**src/rtl/conv_pkg.sv**
```systemverilog
// Shared types and constants for the conv engine and its result reader.
package conv_pkg;

  typedef enum logic [1:0] {
    RD_IDLE  = 2'd0,
    RD_RUN   = 2'd1,
    RD_DRAIN = 2'd2,
    RD_FIN   = 2'd3
  } rd_state_e;

  localparam int unsigned DSIZE_DEF = 256;
  localparam int unsigned RES_W     = 32;

  // One extra address bit, matching the conv engine's mo port.
  function automatic int unsigned calc_aw(input int unsigned depth);
    return $clog2(depth) + 1;
  endfunction

endpackage

```
**src/rtl/conv_rd_fifo2.sv**
```systemverilog
// Two-entry FIFO holding a result word plus its row/frame tags.
module conv_rd_fifo2 #(
  parameter int unsigned W = 32
) (
  input  logic         clk,
  input  logic         rst_n,
  input  logic         push_i,
  input  logic [W-1:0] data_i,
  input  logic         eol_i,
  input  logic         last_i,
  input  logic         pop_i,
  output logic         valid_o,
  output logic [W-1:0] data_o,
  output logic         eol_o,
  output logic         last_o,
  output logic [1:0]   count_o
);

  logic [W+1:0] mem_q [2];
  logic         wr_ptr_q, wr_ptr_d;
  logic         rd_ptr_q, rd_ptr_d;
  logic [1:0]   count_q, count_d;
  logic         push_ok;
  logic         pop_ok;
  logic [W+1:0] head;

  assign pop_ok  = pop_i && (count_q != 2'd0);
  assign push_ok = push_i && ((count_q != 2'd2) || pop_ok);

  always_comb begin
    wr_ptr_d = wr_ptr_q;
    rd_ptr_d = rd_ptr_q;
    count_d  = count_q;
    if (push_ok) wr_ptr_d = ~wr_ptr_q;
    if (pop_ok)  rd_ptr_d = ~rd_ptr_q;
    count_d = count_q + {1'b0, push_ok} - {1'b0, pop_ok};
  end

  always_ff @(posedge clk or negedge rst_n) begin
    if (!rst_n) begin
      mem_q[0] <= '0;
      mem_q[1] <= '0;
      wr_ptr_q <= 1'b0;
      rd_ptr_q <= 1'b0;
      count_q  <= 2'd0;
    end else begin
      if (push_ok) mem_q[wr_ptr_q] <= {last_i, eol_i, data_i};
      wr_ptr_q <= wr_ptr_d;
      rd_ptr_q <= rd_ptr_d;
      count_q  <= count_d;
    end
  end

  // Outputs are forced to zero when empty so stale entries never leak out.
  assign head    = mem_q[rd_ptr_q];
  assign valid_o = (count_q != 2'd0);
  assign data_o  = valid_o ? head[W-1:0] : '0;
  assign eol_o   = valid_o & head[W];
  assign last_o  = valid_o & head[W+1];
  assign count_o = count_q;

endmodule

```
**src/rtl/conv_result_reader.sv**
```systemverilog
// Walks the conv result buffer after completion and streams it out with row/frame markers.
module conv_result_reader
  import conv_pkg::*;
#(
  parameter int unsigned DSIZE = DSIZE_DEF,
  parameter int unsigned AW    = calc_aw(DSIZE)
) (
  input  logic             clk,
  input  logic             rst_n,
  input  logic             start_i,
  input  logic [7:0]       out_width_i,
  input  logic [7:0]       out_height_i,
  input  logic [AW-1:0]    base_addr_i,
  output logic [AW-1:0]    mo_addr_o,
  output logic             mo_rd_o,
  input  logic [RES_W-1:0] mo_data_i,
  output logic             m_valid_o,
  input  logic             m_ready_i,
  output logic [RES_W-1:0] m_data_o,
  output logic             m_eol_o,
  output logic             m_last_o,
  output logic             busy_o,
  output logic             done_o
);

  rd_state_e     state_q, state_d;
  logic [7:0]    width_q, width_d;
  logic [7:0]    height_q, height_d;
  logic [7:0]    col_q, col_d;
  logic [7:0]    row_q, row_d;
  logic [AW-1:0] base_q, base_d;
  logic [15:0]   total_q, total_d;
  logic [15:0]   idx_q, idx_d;
  logic          inflight_q;
  logic          eol_p_q, last_p_q;

  logic             f_valid, f_eol, f_last;
  logic [RES_W-1:0] f_data;
  logic [1:0]       f_count;
  logic             pop;
  logic [2:0]       occ;
  logic             issue;
  logic             eol_tag, last_tag;

  assign pop = f_valid & m_ready_i;

  // A slot freed by this cycle's pop counts as free, which keeps a stream with
  // m_ready held high bubble-free while never exceeding two outstanding reads.
  assign occ   = {1'b0, f_count} + {2'b0, inflight_q} - {2'b0, pop};
  assign issue = (state_q == RD_RUN) && (idx_q < total_q) && (occ < 3'd2);

  assign eol_tag  = (col_q == width_q - 8'd1);
  assign last_tag = eol_tag && (row_q == height_q - 8'd1);

  always_comb begin
    state_d  = state_q;
    width_d  = width_q;
    height_d = height_q;
    base_d   = base_q;
    total_d  = total_q;
    idx_d    = idx_q;
    col_d    = col_q;
    row_d    = row_q;
    unique case (state_q)
      RD_IDLE: begin
        if (start_i) begin
          if ((out_width_i != 8'd0) && (out_height_i != 8'd0)) begin
            width_d  = out_width_i;
            height_d = out_height_i;
            base_d   = base_addr_i;
            total_d  = {8'd0, out_width_i} * {8'd0, out_height_i};
            idx_d    = 16'd0;
            col_d    = 8'd0;
            row_d    = 8'd0;
            state_d  = RD_RUN;
          end else begin
            state_d = RD_FIN;
          end
        end
      end
      RD_RUN: begin
        if (issue) begin
          idx_d = idx_q + 16'd1;
          col_d = eol_tag ? 8'd0 : col_q + 8'd1;
          row_d = eol_tag ? row_q + 8'd1 : row_q;
          if (idx_q == total_q - 16'd1) state_d = RD_DRAIN;
        end
      end
      RD_DRAIN: begin
        if (pop && f_last) state_d = RD_FIN;
      end
      RD_FIN:  state_d = RD_IDLE;
      default: state_d = RD_IDLE;
    endcase
  end

  always_ff @(posedge clk or negedge rst_n) begin
    if (!rst_n) begin
      state_q    <= RD_IDLE;
      width_q    <= 8'd0;
      height_q   <= 8'd0;
      base_q     <= '0;
      total_q    <= 16'd0;
      idx_q      <= 16'd0;
      col_q      <= 8'd0;
      row_q      <= 8'd0;
      inflight_q <= 1'b0;
      eol_p_q    <= 1'b0;
      last_p_q   <= 1'b0;
    end else begin
      state_q    <= state_d;
      width_q    <= width_d;
      height_q   <= height_d;
      base_q     <= base_d;
      total_q    <= total_d;
      idx_q      <= idx_d;
      col_q      <= col_d;
      row_q      <= row_d;
      inflight_q <= issue;
      eol_p_q    <= issue & eol_tag;
      last_p_q   <= issue & last_tag;
    end
  end

  conv_rd_fifo2 #(
    .W (RES_W)
  ) u_fifo (
    .clk     (clk),
    .rst_n   (rst_n),
    .push_i  (inflight_q),
    .data_i  (mo_data_i),
    .eol_i   (eol_p_q),
    .last_i  (last_p_q),
    .pop_i   (pop),
    .valid_o (f_valid),
    .data_o  (f_data),
    .eol_o   (f_eol),
    .last_o  (f_last),
    .count_o (f_count)
  );

  assign mo_rd_o   = issue;
  assign mo_addr_o = issue ? (base_q + idx_q[AW-1:0]) : '0;
  assign m_valid_o = f_valid;
  assign m_data_o  = f_data;
  assign m_eol_o   = f_eol;
  assign m_last_o  = f_last;
  assign busy_o    = (state_q == RD_RUN) || (state_q == RD_DRAIN);
  assign done_o    = (state_q == RD_FIN);

endmodule
```
**config.mk**
```make
export PLATFORM = sky130hd
export DESIGN_NAME = conv_result_reader
export DESIGN_NICKNAME = d
export VERILOG_FILES = /design/src/rtl/conv_pkg.sv /design/src/rtl/conv_rd_fifo2.sv /design/src/rtl/conv_result_reader.sv
export SDC_FILE = /design/constraint.sdc
export NUM_CORES = 1
export LEC_CHECK = 0
export CORE_MARGIN = 2
export CORE_UTILIZATION = 40
export CTS_CLUSTER_DIAMETER = 40
export CTS_CLUSTER_SIZE = 24
export DETAILED_ROUTE_END_ITERATION = 10
export DONT_BUFFER_PORTS = 1
export PLACE_DENSITY_LB_ADDON = 0.15
export SYNTH_ARGS = -nofsm -noshare
export SYNTH_HDL_FRONTEND = slang
export SYNTH_HIERARCHICAL = 1
export SYNTH_SLANG_ARGS = --single-unit
```
**constraint.sdc**
```tcl
create_clock -name clk -period 4.96 [get_ports clk]
set_input_delay 0.496 -clock clk [delete_from_list [all_inputs] [get_ports clk]]
set_output_delay 0.496 -clock clk [all_outputs]
set_load 0.03 [all_outputs]
```
==> results.yml <==
synth:
  synthDistinctLibCells: 73
  mappedNetlistArea_sq_mm: 0.01088
  netlist.area_leader.share_pct: 34.49
  netlist_instances: 1122
  seq_area_frac_synth_pct: 34.49
  synth_net_count: 1295
  synth-seq-cells: 150
  synth_top_area_cell: "sky130_fd_sc_hd__dfrtp_1"
  synth_enable_flop_cells: 0
  post_synth_main_area_contributors: "sky130_fd_sc_hd__dfrtp_1, sky130_fd_sc_hd__ha_1, sky130_fd_sc_hd__mux2_2"
  synthArstFlopShare_pct: 100.0
  synth_warnings: 6
  synth_ff_type: "sky130_fd_sc_hd__dfrtp_1"
  mean_cell_area_of_the_mapped_netlist_sq_um: 9.701
finish:
  synth_to_layout_area_growth_pct: 8.749
  seq_cell_area_sq_mm: 0.003755
  num-nets-final: 1279
  n_antenna_cell: 0
  multiInputGateArea_sq_mm: 0.006479
  final_layout_size_suffix_gt1_share_pct: 13.58
  finished_cell_area_sq_mm: 0.01184
  final.fill_count: 2581
placement:
  portBuffers: 0
  place_hpwl_microns: 18080
  placedInstanceArea_sq_mm: 0.01119
  place.gp.congestion: 0.8510
setup_path:
  ff2ff_path_depth: 13
  endpoint_kind: "output pin"
  timing.critical_path.max_delay_family: "simple AND/OR/NAND/NOR gates"
  critical-path-max-stage-delay_ns: 0.58
  r2r-end: "last_p_q$_DFF_PN0_"
  critical_path_peak_fanout: 9
  r2r_slack_ns: 0.92
  critical-path-slowest-cell: "sky130_fd_sc_hd__or4b_1"
  path_class: "flop to output pin"
  critPathMostFrequentCell: "sky130_fd_sc_hd__and2_1"
  reg2reg_from: "u_fifo/count_o[1]$_DFF_PN0_"
  cp_data_required_time_ns: 4.46
  timing.critical_path.cells: "nor2_2 -> inv_1 -> buf_4 -> and2_1 -> ha_1 -> nand2b_1 -> fa_1 -> xor2_1 -> or4b_1 -> or4_4 -> inv_2 -> and2_1 -> buf_12"
  crit_buf_inv: 4
  category_of_the_worst_setup_path_launch_point: "flop"
  worst-endpoint-arrival_ns: 4.08
power_and_ir_drop:
  clkPwrFrac_pct: 18.7
  report.power.total_mw: 7.150
  power.switching_mw: 3.326
  power_report.internal_total_mw: 3.824
  max-vdd-ir-drop_v: 0.0003120
  static_leak_nw: 5.435
  power.switching_fraction_pct: 46.51
  power_density_mw_per_mm2: 604.1
  power.share.sequential_pct: 30.1
  share_comb_of_total_power_pct: 51.3
sta:
  finalHoldViolCount: 0
  maxSlewViolCount: 0
  fin_crit_ns: 4.573
  setup_total_negative_slack_ns: 0
  fmaxAchievable_ghz: 0.2187
  max_slew.worst_pin.slew_ns: 1.075
  grt_setup_unrepaired: "no"
  clock_skew_ns: 0.01604
  relSlewSlack_pct: 28.14
  finalCritPeriodShare_pct: 92.20
  final-setup-viol-count: 0
clocking:
  maximum_count_of_clock_buffers_along_a_single_path: 2
  cts_root_buffer: "sky130_fd_sc_hd__clkbuf_16"
  tritoncts.num_buffers: 17
  worstSkewPairLatency_ns: 0.43
  clock_sinks: 150
  htree_num_levels: 4
  tritoncts: "done"
  cts_setup_buffers: 0
  clkTransAtPathRegs_ns: 0.07
detailed_routing:
  drcViolationCount: 0
  postRouteAntennaNets: 0
  first_iter_violations: 412
  drtPass1Iterations: 5
  vias: 7702
  wl_per_cell_microns: 16.88
  detail_route.vias_per_cell: 5.275
  detail_route.wirelength_microns: 24640
global_routing:
  overflow: 0
  grtUsageTotal_pct: 18.05
  antenna_violations_before_repair: 0
  first_global_vias: 8023
  grt_pass1_wl_microns: 41640
  largest_net_degree_at_the_start_of_global_routing: 151
outcome:
  run_status: "complete, no violations"
die:
  die_h_microns: 169.0
  die_width_microns: 169.0
  coreArea_sq_mm: 0.02680
  effective_utilization_at_floorplan_pct: 40.61
  die_area_sq_mm: 0.02855
  fp-row-count: 60
  design.portCount: 108
job:
  max-cap-violations: 0
hold_path:
  timing.hold.worst.class: "input port to async pin"
==> cell families (layout without fill, tap and decap cells) <==
group / Yosys count / count (layout) / share of synthesized area [%]
xor+xnor: 66 / 66 / 5.311
simple gates: 373 / 373 / 17.88
compound gates: 149 / 149 / 8.829
flops: 150 / 150 / 34.49
fa+ha+maj: 112 / 112 / 15.50
buf+inv: 152 / 149 / 6.093
mux: 120 / 120 / 11.91
==> cell usage in the layout, fill, tap and decap left out, types with 4 or more instances in the layout <==
master,n
sky130_fd_sc_hd__dfrtp_1,149
sky130_fd_sc_hd__nand2_1,129
sky130_fd_sc_hd__inv_1,94
sky130_fd_sc_hd__ha_1,74
sky130_fd_sc_hd__mux2_2,72
sky130_fd_sc_hd__nor2_1,67
sky130_fd_sc_hd__and2_1,52
sky130_fd_sc_hd__a21oi_1,44
sky130_fd_sc_hd__mux2i_1,44
sky130_fd_sc_hd__o21ai_0,40
sky130_fd_sc_hd__fa_1,38
sky130_fd_sc_hd__xnor2_1,37
sky130_fd_sc_hd__xor2_1,29
sky130_fd_sc_hd__nand3_1,23
sky130_fd_sc_hd__clkbuf_16,17
sky130_fd_sc_hd__buf_4,17
sky130_fd_sc_hd__and3_1,12
sky130_fd_sc_hd__or4_1,12
sky130_fd_sc_hd__nand4_1,11
sky130_fd_sc_hd__nor3_1,11
sky130_fd_sc_hd__o31ai_1,9
sky130_fd_sc_hd__or3_1,9
sky130_fd_sc_hd__nand2b_1,8
sky130_fd_sc_hd__o211ai_1,7
sky130_fd_sc_hd__nor4_1,7
sky130_fd_sc_hd__inv_8,6
sky130_fd_sc_hd__o21ai_1,5
sky130_fd_sc_hd__clkinv_8,5
sky130_fd_sc_hd__nor4b_1,4
sky130_fd_sc_hd__o311ai_0,4
sky130_fd_sc_hd__o41ai_1,4
sky130_fd_sc_hd__mux2_1,4
==> per-layer routing <==
layer,up-vias,GRT usage [%],part of all wire [%]
met3,10,3.741,5.0
met2,142,29.06,46
met4,0,3.936,0.72
met1,3743,25.10,49
li1,3807,-,-
met5,-,0,0
==> per-stage QoR <==
step	util [%]	std cells	setup slack, ns	hold slack (ns)
2_1_floorplan	-	1122	0.2324	0.2004
3_3_place_gp	41.75	1427	0.2214	0.2097
3_5_place_dp	41.75	1427	0.1694	0.2101
4_1_cts	44.15	1460	0.1366	0.1281
5_1_grt	44.16	1460	0.1507	0.1356
6_report	44.16	1460	0.3868	0.07856
==> worst register-to-register path: cells and delay by family, from the launching register on <==
family | cells | cell delay, ns
AND/OR/NAND/NOR | 7 | 2.20
adder cells (fa/ha/maj) | 2 | 0.66
flip-flops | 1 | 0.46
buffers and inverters | 3 | 0.39
XOR/XNOR | 1 | 0.19
==> power groups by stage <==
stage / combinational [mW] / sequential (mW) / clock, mW
global placement: 3.65 / 2.16 / 0
CTS: 3.73 / 2.15 / 1.38
global route: 4.11 / 2.23 / 1.43
detailed placement: 3.68 / 2.18 / 0
finish: 3.67 / 2.15 / 1.33
floorplan: 3.13 / 2.00 / 0
==> sequential cells by signal, indices dropped and copies added (netlist names) <==
signal,cells
u_fifo/count_o,2
base_q,9
u_fifo/wr_ptr_q,1
u_fifo/mem_q,68
idx_q,16
u_fifo/rd_ptr_q,1
inflight_q,1
height_q,8
row_q,8
total_q,16
state_q,2
width_q,8
last_p_q,1
eol_p_q,1
col_q,8
==> how the worst max path moves through the flow <==
stage / from / end / slack [ns] / cells after the start
floorplan: out_width_i[3] / total_q[15]$_DFFE_PN0P_ / 0.23 / 18
global placement: out_width_i[3] / total_q[15]$_DFFE_PN0P_ / 0.22 / 17
detailed placement: out_width_i[3] / total_q[15]$_DFFE_PN0P_ / 0.17 / 17
CTS: u_fifo/count_o[1]$_DFF_PN0_ / mo_addr_o[0] / 0.14 / 13
global route: u_fifo/count_o[1]$_DFF_PN0_ / mo_addr_o[1] / 0.15 / 13
finish: u_fifo/count_o[1]$_DFF_PN0_ / mo_addr_o[0] / 0.39 / 13
==> cell type report <==
type	count	share of cell area (%)
clock buffers	17	3.594
clock inverters	15	1.617
inverters	97	3.076
multi-input cells	820	54.74
flip-flops and latches	150	31.72
well taps	341	3.605
repair buffers	20	1.649
==> repair_timing <==
item,CTS,global route
resized for setup,0,1
hold buffers,1,0
endpoints found under the hold margin,150,0
setup endpoints to repair,0,2
==> cell usage after synthesis, drive strengths merged, types with 24 or more instances <==
| cell type | count |
|---|---|
| clkbuf | 31 |
| inv | 97 |
| xnor2 | 37 |
| xor2 | 29 |
| o21ai | 45 |
| buf | 24 |
| nand3 | 24 |
| dfrtp | 150 |
| nand2 | 129 |
| a21oi | 44 |
| ha | 74 |
| mux2i | 44 |
| mux2 | 76 |
| fa | 38 |
| nor2 | 71 |
| and2 | 52 |
Note: power is estimated with default switching activity, not from simulation.
